==> src/rtl/bfly_pkg.sv <==
`default_nettype none
// ============================================================================
// Module      : bfly_pkg
// Description : Butterfly mode encodings and scheduler FSM state encodings,
//               shared by the scheduler and the butterfly datapath.
// Revision    : 1.0 - initial release
// ============================================================================
package bfly_pkg;

    localparam logic [1:0] MODE_FFT  = 2'b00;
    localparam logic [1:0] MODE_IFFT = 2'b01;
    localparam logic [1:0] MODE_NTT  = 2'b10;
    localparam logic [1:0] MODE_INTT = 2'b11;

    localparam logic [1:0] ST_IDLE  = 2'd0;
    localparam logic [1:0] ST_RUN   = 2'd1;
    localparam logic [1:0] ST_DRAIN = 2'd2;
    localparam logic [1:0] ST_DONE  = 2'd3;

endpackage
`default_nettype wire

==> src/rtl/bfly_addr_fifo.sv <==
`default_nettype none
// ============================================================================
// Module      : bfly_addr_fifo
// Description : Synchronous FIFO with occupancy count, holding write-back
//               address pairs for butterflies in flight.
// Revision    : 1.0 - initial release
// ============================================================================
module bfly_addr_fifo #(
    parameter int WIDTH = 20,
    parameter int DEPTH = 8
) (
    input  logic                     clk,
    input  logic                     rst,
    input  logic                     push,
    input  logic [WIDTH-1:0]         push_data,
    input  logic                     pop,
    output logic [WIDTH-1:0]         head,
    output logic [$clog2(DEPTH):0]   count,
    output logic                     full
);

    localparam int c_AW = $clog2(DEPTH);

    logic [WIDTH-1:0] r_mem [DEPTH];
    logic [c_AW-1:0]  r_wr_ptr;
    logic [c_AW-1:0]  r_rd_ptr;
    logic [c_AW:0]    r_count;
    logic             w_push;
    logic             w_pop;

    assign full   = (r_count == (c_AW+1)'(DEPTH));
    assign w_push = push && !full;
    assign w_pop  = pop && (r_count != '0);
    assign head   = r_mem[r_rd_ptr];
    assign count  = r_count;

    always_ff @(posedge clk) begin
        if (w_push) begin
            r_mem[r_wr_ptr] <= push_data;
        end
    end

    always_ff @(posedge clk) begin
        if (rst) begin
            r_wr_ptr <= '0;
            r_rd_ptr <= '0;
            r_count  <= '0;
        end else begin
            if (w_push) begin
                r_wr_ptr <= r_wr_ptr + 1'b1;
            end
            if (w_pop) begin
                r_rd_ptr <= r_rd_ptr + 1'b1;
            end
            case ({w_push, w_pop})
                2'b10:   r_count <= r_count + 1'b1;
                2'b01:   r_count <= r_count - 1'b1;
                default: r_count <= r_count;
            endcase
        end
    end

endmodule
`default_nettype wire

==> src/rtl/bfly_sched.sv <==
`default_nettype none
// ============================================================================
// Module      : bfly_sched
// Description : In-place radix-2 butterfly scheduler: walks the stages of an
//               N-point transform, feeds pairs to a butterfly and writes back.
// Revision    : 1.0 - initial release
// ============================================================================
module bfly_sched
    import bfly_pkg::*;
#(
    parameter int pDATA_WIDTH = 128,
    parameter int pLOG_N      = 10,
    parameter int pAF_DEPTH   = 8
) (
    input  logic                   clk,
    input  logic                   rst,
    input  logic                   start,
    input  logic [1:0]             mode,
    output logic                   busy,
    output logic                   done,
    output logic                   rd_en,
    output logic [pLOG_N-1:0]      rd_addr_a,
    output logic [pLOG_N-1:0]      rd_addr_b,
    input  logic [pDATA_WIDTH-1:0] rd_data_a,
    input  logic [pDATA_WIDTH-1:0] rd_data_b,
    output logic [pLOG_N-2:0]      tw_addr,
    input  logic [pDATA_WIDTH-1:0] tw_data,
    output logic [1:0]             bf_mode,
    output logic                   bf_i_vld,
    output logic [pDATA_WIDTH-1:0] bf_ai,
    output logic [pDATA_WIDTH-1:0] bf_bi,
    output logic [pDATA_WIDTH-1:0] bf_gm,
    input  logic                   bf_i_rdy,
    input  logic                   bf_o_vld,
    input  logic [pDATA_WIDTH-1:0] bf_ao,
    input  logic [pDATA_WIDTH-1:0] bf_bo,
    output logic                   bf_o_rdy,
    output logic                   wr_en,
    output logic [pLOG_N-1:0]      wr_addr_a,
    output logic [pLOG_N-1:0]      wr_addr_b,
    output logic [pDATA_WIDTH-1:0] wr_data_a,
    output logic [pDATA_WIDTH-1:0] wr_data_b
);

    localparam int                c_SW    = $clog2(pLOG_N);
    localparam int                c_CW    = $clog2(pAF_DEPTH) + 1;
    localparam logic [pLOG_N-1:0] c_ONE_L = {{(pLOG_N-1){1'b0}}, 1'b1};
    localparam logic [pLOG_N-2:0] c_ONE_J = {{(pLOG_N-2){1'b0}}, 1'b1};
    localparam logic [pLOG_N-2:0] c_ONES  = {(pLOG_N-1){1'b1}};
    localparam logic [c_SW-1:0]   c_LAST  = c_SW'(pLOG_N - 1);

    logic [1:0]             r_state;
    logic [c_SW-1:0]        r_stage;
    logic [pLOG_N-2:0]      r_j;
    logic [1:0]             r_mode;
    logic                   r_inflight;
    logic [1:0]             r_buf_cnt;
    logic                   r_buf_wp;
    logic                   r_buf_rp;
    logic [pDATA_WIDTH-1:0] r_buf_a [2];
    logic [pDATA_WIDTH-1:0] r_buf_b [2];
    logic [pDATA_WIDTH-1:0] r_buf_g [2];

    logic [c_SW-1:0]        w_rshift;
    logic [pLOG_N-2:0]      w_mask;
    logic [pLOG_N-2:0]      w_k;
    logic [pLOG_N-2:0]      w_hi;
    logic [pLOG_N-1:0]      w_span;
    logic [pLOG_N-1:0]      w_addr_a;
    logic [pLOG_N-1:0]      w_addr_b;
    logic [pLOG_N-2:0]      w_tw;
    logic                   w_issue;
    logic                   w_buf_empty;
    logic                   w_vld;
    logic                   w_buf_push;
    logic                   w_buf_pop;
    logic [2*pLOG_N-1:0]    w_head;
    logic [c_CW-1:0]        w_fifo_cnt;
    logic                   w_fifo_full;
    logic                   w_fifo_busy;

    // j splits into a group part (upper bits) and an offset k inside the
    // group; a zero bit inserted at the span position gives the A address.
    always_comb begin
        w_rshift = c_LAST - r_stage;
        w_mask   = ~(c_ONES << w_rshift);
        w_k      = r_j & w_mask;
        w_hi     = r_j & ~w_mask;
        w_span   = c_ONE_L << w_rshift;
        w_addr_a = {w_hi, 1'b0} | {1'b0, w_k};
        w_addr_b = w_addr_a | w_span;
        w_tw     = w_k << r_stage;
    end

    assign w_issue = !rst && (r_state == ST_RUN) && !w_fifo_full
                     && (({1'b0, r_buf_cnt} + {2'b00, r_inflight}) < 3'd2);

    // Returning read data bypasses the empty buffer so it is presented the
    // cycle after the read; it is captured only if not consumed at once.
    assign w_buf_empty = (r_buf_cnt == 2'd0);
    assign w_vld       = !rst && (!w_buf_empty || r_inflight);
    assign w_buf_pop   = w_vld && bf_i_rdy && !w_buf_empty;
    assign w_buf_push  = r_inflight && !(w_buf_empty && bf_i_rdy);

    assign w_fifo_busy = (w_fifo_cnt != '0);

    assign busy      = !rst && (r_state != ST_IDLE);
    assign done      = !rst && (r_state == ST_DONE);
    assign rd_en     = w_issue;
    assign rd_addr_a = w_issue ? w_addr_a : '0;
    assign rd_addr_b = w_issue ? w_addr_b : '0;
    assign tw_addr   = w_issue ? w_tw : '0;
    assign bf_mode   = rst ? MODE_FFT : r_mode;
    assign bf_i_vld  = w_vld;
    assign bf_ai     = w_buf_empty ? rd_data_a : r_buf_a[r_buf_rp];
    assign bf_bi     = w_buf_empty ? rd_data_b : r_buf_b[r_buf_rp];
    assign bf_gm     = w_buf_empty ? tw_data   : r_buf_g[r_buf_rp];
    assign bf_o_rdy  = !rst && w_fifo_busy;
    assign wr_en     = bf_o_rdy && bf_o_vld;
    assign wr_addr_a = wr_en ? w_head[2*pLOG_N-1:pLOG_N] : '0;
    assign wr_addr_b = wr_en ? w_head[pLOG_N-1:0] : '0;
    assign wr_data_a = bf_ao;
    assign wr_data_b = bf_bo;

    bfly_addr_fifo #(
        .WIDTH (2*pLOG_N),
        .DEPTH (pAF_DEPTH)
    ) u_addr_fifo (
        .clk       (clk),
        .rst       (rst),
        .push      (w_issue),
        .push_data ({w_addr_a, w_addr_b}),
        .pop       (wr_en),
        .head      (w_head),
        .count     (w_fifo_cnt),
        .full      (w_fifo_full)
    );

    always_ff @(posedge clk) begin
        if (w_buf_push) begin
            r_buf_a[r_buf_wp] <= rd_data_a;
            r_buf_b[r_buf_wp] <= rd_data_b;
            r_buf_g[r_buf_wp] <= tw_data;
        end
    end

    always_ff @(posedge clk) begin
        if (rst) begin
            r_state    <= ST_IDLE;
            r_stage    <= '0;
            r_j        <= '0;
            r_mode     <= MODE_FFT;
            r_inflight <= 1'b0;
            r_buf_cnt  <= 2'd0;
            r_buf_wp   <= 1'b0;
            r_buf_rp   <= 1'b0;
        end else begin
            r_inflight <= w_issue;
            if (w_buf_push) begin
                r_buf_wp <= ~r_buf_wp;
            end
            if (w_buf_pop) begin
                r_buf_rp <= ~r_buf_rp;
            end
            case ({w_buf_push, w_buf_pop})
                2'b10:   r_buf_cnt <= r_buf_cnt + 2'd1;
                2'b01:   r_buf_cnt <= r_buf_cnt - 2'd1;
                default: r_buf_cnt <= r_buf_cnt;
            endcase

            case (r_state)
                ST_IDLE: begin
                    if (start) begin
                        r_mode  <= mode;
                        r_stage <= '0;
                        r_j     <= '0;
                        r_state <= ST_RUN;
                    end
                end
                ST_RUN: begin
                    if (w_issue) begin
                        if (&r_j) begin
                            r_j     <= '0;
                            r_state <= ST_DRAIN;
                        end else begin
                            r_j <= r_j + c_ONE_J;
                        end
                    end
                end
                ST_DRAIN: begin
                    // Stage barrier: every pair of this stage must be written.
                    if (!w_fifo_busy) begin
                        if (r_stage == c_LAST) begin
                            r_state <= ST_DONE;
                        end else begin
                            r_stage <= r_stage + c_SW'(1);
                            r_state <= ST_RUN;
                        end
                    end
                end
                ST_DONE: begin
                    r_state <= ST_IDLE;
                end
                default: begin
                    r_state <= ST_IDLE;
                end
            endcase
        end
    end

endmodule
`default_nettype wire
==> config.mk <==
export PLATFORM = sky130hd
export DESIGN_NAME = bfly_sched
export DESIGN_NICKNAME = d
export VERILOG_FILES = /design/src/rtl/bfly_pkg.sv /design/src/rtl/bfly_addr_fifo.sv /design/src/rtl/bfly_sched.sv
export SDC_FILE = /design/constraint.sdc
export NUM_CORES = 1
export LEC_CHECK = 0
export BUFFER_PORTS_ARGS = -buffer_cell sky130_fd_sc_hd__buf_4
export CAP_MARGIN = 20
export CELL_PAD_IN_SITES_DETAIL_PLACEMENT = 1
export CELL_PAD_IN_SITES_GLOBAL_PLACEMENT = 1
export CORE_AREA = 2 2 517 519
export CTS_CLUSTER_SIZE = 24
export DETAILED_ROUTE_END_ITERATION = 10
export DIE_AREA = 0 0 519 521
export GPL_ROUTABILITY_DRIVEN = 0
export PLACE_DENSITY = 0.47
export SYNTH_ARGS = -nofsm -noshare
export SYNTH_HDL_FRONTEND = slang
export SYNTH_SLANG_ARGS = --single-unit
==> constraint.sdc <==
create_clock -name clk -period 29.1 [get_ports clk]
set_clock_uncertainty 0.1 [all_clocks]
set_input_delay 5.82 -clock clk [delete_from_list [all_inputs] [get_ports clk]]
set_output_delay 5.82 -clock clk [all_outputs]
set_load 0.005 [all_outputs]
==> summary.txt, run 1 <==
Final layout
  – Layout cell share with drive strength beyond 1: between 30% and 40%
  – Area growth from synthesis to layout: 30.4%
  – Nets: slightly above 4k
  – Finished Layout Cells: just over 7k
  – Final instance area: 53900 um2
  – Fillers: 29.7k

CTS
  – Inserted Clock Buffers: between 100 and 150
  – Number of setup buffers added after CTS: 0
  – Root buf cell: clkbuf_16
  – Cts hold-fix bufs: 0
  – TritonCTS clock tree: done
  – Clock Sinks: slightly below 1k
  – Clock slew at reported path FFs: approximately 0.06 ns
  – CTS resizes: 0
  – Clock Path Buffers: 3
  – Clk_lat worst skew: approximately 0.76 ns
  – H-tree levels: 3

Power
  – IR drop worst, VDD: 0.0473 mV
  – Internal power: approximately 2.6 mW
  – Sw power: 850 uW
  – Final Power: between 3 and 4 mW
  – Switch share: between 20% and 30%
  – Lkg Pwr: between 15 and 20 nW
  – Clk pwr share: ~43%
  – Combinational share of power: 11.4%
  – Pwr Density: ~64 nW/um2
  – Sequential power share: a little under half

Critical path
  – Crit path kind: primary input to output pin
  – Highest fanout seen on the critical path: 35
  – R2R setup slack: approximately 24 ns
  – Crit path DAT: 8.24 ns
  – CP startpoint kind: primary input
  – CP required: roughly 23 ns
  – Setup crit end kind: output pin

STA
  – Final worst path period share: 48.7%
  – Slew Viols, Final: 0
  – Final Hold Fails: 0
  – Final setup TNS: 0 ns
  – Slew margin rel.: a little over a quarter
  – Minimum clock period: ~14 ns
  – Worst-margin pin slew: about 1.1 ns
  – Final setup violation count: 0
  – Fmax: between 70 and 80 MHz
  – Unrepaired setup endpoints after global routing: false
  – Worst Hold Slack: roughly 0.40 ns

Route
  – WL final: 144 mm
  – DR vias/cell: ~3.6
  – TritonRoute pass-1 iters: 5
  – Via Count: between 20k and 30k
  – M1 WL: roughly 59 mm
  – Routed len/inst: 20.2 um
  – ANT nets after route: 0
  – Top routing layer in use: met5
  – DR iter-0 viols: around 1.2k
  – WL met3: around 18 mm
  – Residual DRC count: 0
  – Metal2 WL: 63.2 mm

Die
  – Top-level port count: between 1k and 1.5k
  – Die Span X: 519 um
  – Core Footprint: approximately 260000 um2
  – Rows: approximately 190
  – Die Ht: ~520 um
  – Initial core utilization: 15.6%
  – Full die area: around 270000 um2

Global route
  – First-pass GRT wire length: 204 mm
  – Initial antenna violation count: 38
  – Vias in the first global route: around 27k
  – Largest net degree at the start of global routing: between 150 and 200
  – GRT Residual Overflow: 0
  – Gr usage total: 10.3%

Outcome
  – Status: finished, final reports clean

Synth
  – Number of synthesized flops with an enable pin: about 930
  – Ys async rst share: 0%
  – Yosys warns: 0
  – Syn Area/Cell: 14.2 um2
  – Mapped Cells: 2909
  – Syn_nets: ~3.6k
  – Post-synth top area share: 67.4%
  – Yosys top cell by area: edfxtp_1
  – Ys flop type: edfxtp_1
  – Unique masters post-synth: 53
  – Seq/Total Area, Yosys: between 60 and 70%
  – Synth Register Bits: ~960
  – Post-Syn Area: approximately 41000 um2
  – Area contributors post-synth: edfxtp_1 (67%), mux2i_1 (9.9%), o21ai_0 (4.9%), buf_4 (4.7%), nand2_1 (3.8%)

Placed design
  – Placed Area: around 50000 um2
  – # placed instances: 6906
  – IO Port Bufs: a little over 800
  – Post-DP HPWL: 102 mm

Flow run
  – Max cap viols: 0

Hold path
  – Tightest Hold Check Type: flop to flop
-- registers in the layout (all words and copies together) (netlist names), 4 cells and up, named ones only --
register,cells
r_stage,4
r_buf_a,256
u_addr_fifo.r_mem,160
u_addr_fifo.count,4
r_buf_g,256
r_j,9
r_buf_b,256
-- critical path, stage by stage --
cell and delay [ns]:
buf_4 0.24, or4b_4 0.52, or3_1 0.54, buf_4 0.27
or3_1 0.42, a21oi_2 0.14, o2bb2ai_1 0.13, buf_4 0.14
-- cell type report --
class                   instances  area (um2)  share of cell area (%)
flip-flops and latches        964       28600                    53.0
multi-input cells            1511       10200                    18.9
repair buffers                886        6710                    12.4
well taps                    3533        4420                    8.20
clock buffers                 144        3050                    5.66
clock inverters                76         863                    1.60
inverters                      14        52.6                  0.0975
diodes                          9        22.5                  0.0418
-- path summary, 6_finish.rpt --
path | from | end | cells after the start
worst max-delay path | rst | tw_addr[5] | 8
worst max register to register | r_buf_cnt[1]$_SDFFE_PP0P_ | r_buf_b[0][77]$_DFFE_PP_ | 9
worst min-delay path | r_mode[1]$_SDFFE_PP0P_ | r_mode[1]$_SDFFE_PP0P_ | 2
worst min register to register | r_mode[1]$_SDFFE_PP0P_ | r_mode[1]$_SDFFE_PP0P_ | 2
-- cells by family after synthesis --
group	share of synthesized area, %
flops	69.2
xor+xnor	0.487
compound gates	5.66
simple gates	5.57
mux	12.3
fa+ha+maj	0.515
buf+inv	6.31
-- layer usage --
metal	track usage [%]	vias up
met1	12.2	12500
met2	15.5	995
met3	5.73	297
met4	3.30	52
li1	-	11700
met5	0.913	-
-- per-stage QoR --
step	setup slack [ns]	utilization, %
3_3_place_gp	14.96	18.9
3_5_place_dp	14.93	18.9
6_report	14.94	20.4
4_1_cts	14.94	20.4
2_1_floorplan	5.99	-
5_1_grt	14.77	20.4
-- cell usage in the layout, fill, tap and decap left out, types with 29 or more instances in the layout --
| cell | synthesis | final |
|---|---|---|
| nor2_1 | 75 | 72 |
| edfxtp_1 | 928 | 928 |
| mux4_2 | 43 | 43 |
| clkbuf_16 | 0 | 117 |
| mux2i_1 | 410 | 410 |
| nand2_1 | 423 | 423 |
| o21ai_0 | 402 | 402 |
| buf_4 | 257 | 879 |
| clkinv_1 | 3 | 29 |
| dfxtp_1 | 36 | 33 |
-- power groups by stage --
stage | Combinational (mW) | Sequential, mW | Clock, mW
after CTS | 0.406 | 1.55 | 1.55
after floorplan | 0.182 | 1.59 | 0
after detailed placement | 0.404 | 1.58 | 0
after global placement | 0.401 | 1.58 | 0
final | 0.392 | 1.55 | 1.49
after global routing | 0.434 | 1.55 | 1.59
-- cells in the mapped netlist, drive strengths merged, types with 2 or more instances --
library cell    n
or2             2
o31ai           2
clkinv          3
edfxtp        928
a21oi          26
mux4           43
o21ai         402
nand3b          2
nor2b           8
and3            2
or3             4
xnor2          10
a21o            2
inv            11
o21bai          2
nor4            3
clkbuf        146
nand3          12
mux2i         410
nand4           3
and2            6
o2bb2ai         2
nand2b          6
dfxtp          36
ha             17
a21boi          2
nor2           75
nor3            7
xor2           13
nand2         423
nand4b          2
a211oi          3
a31oi           2
nor4b           4
nor3b           4
buf           274
No activity file was read; power rests on OpenSTA's default activity.
==> run 2, diff against run 1 <==
- PLACE_DENSITY: 0.47 -> 0.48
- clock period: 29.1 -> 12.5 ns (I/O delays scaled with it)
==> summary.txt, run 2 (synthesis gave the netlist of run 1 again) <==
Outcome
  – Status: finished, final reports clean

CTS
  – Clk_lat worst skew: 0.81 ns
  – Inserted Clock Buffers: 120
  – H-tree levels: 3
  – Cts hold-fix bufs: 0
  – Number of setup buffers added after CTS: 0
  – Clock slew at reported path FFs: ~0.060 ns
  – Clock Sinks: around 960
  – Clock Path Buffers: 4
  – Root buf cell: clkbuf_16
  – CTS resizes: 0
  – TritonCTS clock tree: done

Power
  – Combinational share of power: 11.4%
  – Internal power: ~6.0 mW
  – Sw power: 1.92 mW
  – Switch share: about 24%
  – IR drop worst, VDD: ~0.11 mV
  – Final Power: slightly below 8 mW
  – Lkg Pwr: roughly 19 nW
  – Clk pwr share: between 40% and 50%
  – Pwr Density: around 150 nW/um2
  – Sequential power share: between 40 and 50%

STA
  – Unrepaired setup endpoints after global routing: false
  – Worst Hold Slack: 0.398 ns
  – Slew Viols, Final: 0
  – Setup ws final: about 4.8 ns
  – Final worst path period share: approximately 62%
  – Final setup TNS: 0 ns
  – Final Hold Fails: 0
  – Slew margin rel.: 29.6%
  – Minimum clock period: just under 8 ns
  – Fmax: roughly 130 MHz
  – Worst-margin pin slew: roughly 1.1 ns
  – Final setup violation count: 0

Route
  – DR vias/cell: ~3.6
  – DR iter-0 viols: 1162
  – Residual DRC count: 0
  – Via Count: around 25k
  – TritonRoute pass-1 iters: 5
  – Routed len/inst: 19.6 um
  – WL final: approximately 140 mm
  – ANT nets after route: 0

Final layout
  – Fillers: a little under 30k
  – Most frequent cells in the layout: edfxtp_1 (928), buf_4 (859), nand2_1 (423), mux2i_1 (410), o21ai_0 (402)
  – Finished Layout Cells: 7118
  – Register area: between 20000 and 30000 um2
  – Layout cell share with drive strength beyond 1: between 30% and 40%
  – Post-Route Utilization: about 20%
  – Most common cell after layout, fill and taps aside: edfxtp_1
  – Area growth from synthesis to layout: 29.9%
  – Final instance area: roughly 54000 um2
  – Multi-input gate area: about 10000 um2
  – Nets: 4145
  – Largest regs: r_buf_a x256, r_buf_b x256, r_buf_g x256

Critical path
  – Highest fanout seen on the critical path: 18
  – Crit path DAT: a little over 5 ns
  – CP required: 9.90 ns
  – Crit path kind: flop to output pin
  – Setup crit end kind: output pin
  – CP startpoint kind: flop

Placed design
  – IO Port Bufs: 831
  – Pre-CTS setup slack: ~5.1 ns
  – # placed instances: ~7k
  – Post-DP HPWL: slightly below 100 mm
  – Placed Area: between 40000 and 50000 um2

Global route
  – Largest net degree at the start of global routing: roughly 200
  – Gr usage total: 9.93%
  – Initial antenna violation count: 28
  – Vias in the first global route: around 27k
  – GRT Residual Overflow: 0
  – First-pass GRT wire length: 199 mm

Die
  – Die Ht: about 520 um
  – Die Span X: about 520 um
  – Top-level port count: ~1.3k
  – Rows: roughly 190
  – Full die area: between 200000 and 300000 um2
  – Initial core utilization: 15.6%
  – Core Footprint: approximately 260000 um2

Flow run
  – Max cap viols: 0

Hold path
  – Tightest Hold Check Type: flop to flop
==> run 2: cell count changes in the layout (fill, tap and decap cells not counted), sizes merged <==
cell	before	now
clkbuf	144	155
clkinvlp	1	2
diode	9	7
buf	886	870
clkinv	60	51
bufinv	13	9
==> run 2: per-layer routing <==
metal	global-route usage, %	routed length, um	up-vias
met2	14.9	61100	1041
met1	11.9	57300	12400
met4	3.31	4270	32
met3	5.41	16600	295
met5	1.04	553	-
li1	-	-	11600
==> run 2: path summary, 6_finish.rpt <==
check,from,to,slack (ns),cells past startpoint
max,r_stage[1]$_SDFFE_PP0P_,tw_addr[7],4.76,7
max reg2reg,r_stage[1]$_SDFFE_PP0P_,u_addr_fifo.r_mem[1][2]$_DFFE_PP_,8.42,6
min,r_mode[1]$_SDFFE_PP0P_,r_mode[1]$_SDFFE_PP0P_,0.40,2
min reg2reg,r_mode[1]$_SDFFE_PP0P_,r_mode[1]$_SDFFE_PP0P_,0.40,2
==> run 2: power groups by stage <==
stage	registers [mW]	clock network, mW	logic (mW)
2_1_floorplan	3.69	0	0.423
3_3_place_gp	3.68	0	0.917
3_5_place_dp	3.69	0	0.925
4_1_cts	3.62	3.51	0.929
5_1_grt	3.62	3.62	0.996
6_report	3.62	3.36	0.898
==> run 2: area by class of cell <==
type | count | share of cell area (%)
sequential | 964 | 53.2
multi-input combinational | 1511 | 19.0
timing repair buffer | 870 | 12.4
tap | 3533 | 8.23
clock buffer | 155 | 5.84
clock inverter | 64 | 1.13
inverter | 14 | 0.0979
antenna | 7 | 0.0326
==> run 2: worst max-delay path, cell delays in order (launching register included) <==
cell      delay, ns
dfxtp_1        0.79
clkinv_1       0.55
ha_1           0.44
xor2_1         0.84
o21ai_0        0.56
mux4_2         0.62
a211oi_1       0.34
buf_4          0.18
==> run 3, diff against run 2 <==
- PLACE_DENSITY: 0.48 -> 0.47
- clock period: 12.5 -> 7.9 ns (I/O delays scaled with it)
==> summary.txt, run 3 (synthesis gave the netlist of run 1 again) <==
Route
  – Residual DRC count: 0
  – TritonRoute pass-1 iters: 6
  – DR vias/cell: 3.57
  – ANT nets after route: 0
  – Via Count: 25.4k
  – WL final: ~140 mm
  – DR iter-0 viols: 1375
  – Routed len/inst: between 20 and 25 um

Final layout
  – Layout cell share with drive strength beyond 1: 30.8%
  – Most common cell after layout, fill and taps aside: edfxtp_1
  – Largest regs: r_buf_a x256, r_buf_b x256, r_buf_g x256
  – Multi-input gate area: 10200 um2
  – Final instance area: around 54000 um2
  – Post-Route Utilization: between 20 and 25%
  – Most frequent cells in the layout: edfxtp_1 (928), buf_4 (866), nand2_1 (421), mux2i_1 (410), o21ai_0 (402)
  – Area growth from synthesis to layout: 30.3%
  – Fillers: roughly 30k
  – Nets: 4151
  – Register area: roughly 29000 um2

CTS
  – H-tree levels: 3
  – Clock Sinks: 964
  – TritonCTS clock tree: done
  – Clock Path Buffers: 3
  – Root buf cell: clkbuf_16
  – Inserted Clock Buffers: 118
  – Clock slew at reported path FFs: roughly 0.060 ns
  – Clk_lat worst skew: 0.77 ns
  – Cts hold-fix bufs: 0
  – Number of setup buffers added after CTS: 0
  – CTS resizes: 0

Placed design
  – Pre-CTS setup slack: ~2.1 ns
  – Placed Area: about 50000 um2
  – Post-DP HPWL: just over 100 mm
  – IO Port Bufs: ~830

Flow run
  – Max cap viols: 0

Critical path
  – Highest fanout seen on the critical path: 18
  – Crit-path cells: clkinv_1 > ha_1 > xor2_1 > buf_4 > o31ai_1 > nand2_1 > a21o_1 > and2_1 > buf_4
  – Crit-path max cell delay: between 0.7 and 0.8 ns
  – R2r endpoint: u_addr_fifo.r_mem[2][4]$_DFFE_PP_
  – Crit path kind: flop to output pin
  – FF-to-FF Start: r_stage[1]$_SDFFE_PP0P_
  – Worst R2R Path Depth: 5
  – R2R setup slack: about 3.9 ns
  – Crit path DAT: about 4.7 ns
  – CP startpoint kind: flop
  – CP required: about 6.2 ns
  – Most used cell, CP: buf_4
  – Slowest cell on crit path: dfxtp_1
  – Setup crit end kind: output pin

Power
  – Sequential power share: between 40% and 50%
  – Internal power: approximately 9.4 mW
  – Switch share: between 20% and 30%
  – IR drop worst, VDD: approximately 0.2 mV
  – Sw power: 3.11 mW
  – Clk pwr share: between 40 and 50%
  – Pwr Density: roughly 230 nW/um2
  – Combinational share of power: a little under an eighth
  – Lkg Pwr: 18.7 nW

STA
  – Final setup violation count: 0
  – Final setup TNS: 0 ns
  – Worst Hold Slack: 0.394 ns
  – Final worst path period share: roughly four fifths
  – Setup ws final: between 1 and 1.5 ns
  – Fmax: approximately 160 MHz
  – Final Hold Fails: 0
  – Slew Viols, Final: 0
  – Unrepaired setup endpoints after global routing: false
  – Worst-margin pin slew: between 1 and 1.5 ns
  – Minimum clock period: between 6 and 7 ns
  – Slew margin rel.: around 15%

Die
  – Top-level port count: roughly 1.3k
  – Core Footprint: 264000 um2
  – Full die area: about 270000 um2
  – Die Span X: 519 um
  – Rows: 189
  – Initial core utilization: between 15 and 20%
  – Die Ht: 521 um

Hold path
  – Worst hold stages: 2
  – Tightest Hold Check Type: flop to flop
  – Worst Hold Path EP: r_mode[0]$_SDFFE_PP0P_
  – Min-delay src: r_mode[0]$_SDFFE_PP0P_

Global route
  – Initial antenna violation count: between 40 and 50
  – Gr usage total: between 10% and 20%
  – Largest net degree at the start of global routing: between 200 and 250
  – GRT Residual Overflow: 0
  – Vias in the first global route: 27.0k
  – First-pass GRT wire length: just over 200 mm

Outcome
  – Status: finished, final reports clean
[run 3: cell count changes in the layout (fill, tap and decap cells not counted), sizes merged]
| cell | previous run | this run |
|---|---|---|
| buf | 870 | 878 |
| diode | 7 | 15 |
| clkbuf | 155 | 159 |
| clkinv | 51 | 48 |
| bufinv | 9 | 8 |
| inv | 16 | 15 |
[run 3: worst max-delay path: cells and delay by family (launching register included)]
| kind | cells | cell delay [ns] |
|---|---|---|
| adders and majority gates | 1 | 0.42 |
| DFF | 1 | 0.75 |
| buffers and inverters | 3 | 0.87 |
| xor gates and xnor gates | 1 | 0.16 |
| AOI/OAI and AO/OA | 2 | 1.10 |
| and+or+nand+nor | 2 | 0.65 |
[run 3: how the worst max path moves through the flow]
stage | start | to | slack (ns) | cells past startpoint
finish | r_stage[1]$_SDFFE_PP0P_ | rd_addr_b[2] | 1.50 | 9
floorplan | bf_i_rdy | r_buf_a[0][0]$_DFFE_PP_ | 0.003 | 3
CTS | r_stage[1]$_SDFFE_PP0P_ | tw_addr[6] | 1.22 | 8
global route | r_stage[1]$_SDFFE_PP0P_ | rd_addr_b[4] | 1.11 | 7
global placement | r_stage[1]$_SDFFE_PP0P_ | tw_addr[6] | 2.14 | 8
detailed placement | r_stage[1]$_SDFFE_PP0P_ | tw_addr[6] | 2.12 | 8
[run 3: layout make-up]
| cell class | instances | share of cell area, % |
|---|---|---|
| multi-input combinational | 1511 | 19.0 |
| clock inverter | 59 | 1.21 |
| antenna | 15 | 0.0697 |
| timing repair buffer | 878 | 12.5 |
| clock buffer | 159 | 5.84 |
| inverter | 14 | 0.0976 |
| sequential | 964 | 53.1 |
| tap | 3533 | 8.21 |
[run 3: metrics by stage]
step                      cells  power [mW]
after CTS                  7117        12.8
after detailed placement   6899        7.32
after floorplan            2909        6.50
after global placement     6898        7.30
after global routing       7121        13.1
final                      7133        12.5
[run 3: routing by layer]
layer | vias up | share of wire [%] | global-route usage, % | wire [um]
met1 | 12400 | 41 | 12.1 | 59100
met2 | 1002 | 44 | 15.7 | 63700
li1 | 11700 | - | - | -
met4 | 50 | 2.8 | 3.08 | 4080
met5 | - | 0.48 | 1.05 | 694
met3 | 309 | 12 | 5.90 | 17500
[run 3: power by group through the flow]
stage | combinational (mW) | sequential, mW | clock, mW
floorplan | 0.670 | 5.83 | 0
global placement | 1.47 | 5.83 | 0
detailed placement | 1.48 | 5.83 | 0
CTS | 1.49 | 5.72 | 5.58
global route | 1.59 | 5.73 | 5.74
finish | 1.44 | 5.72 | 5.34
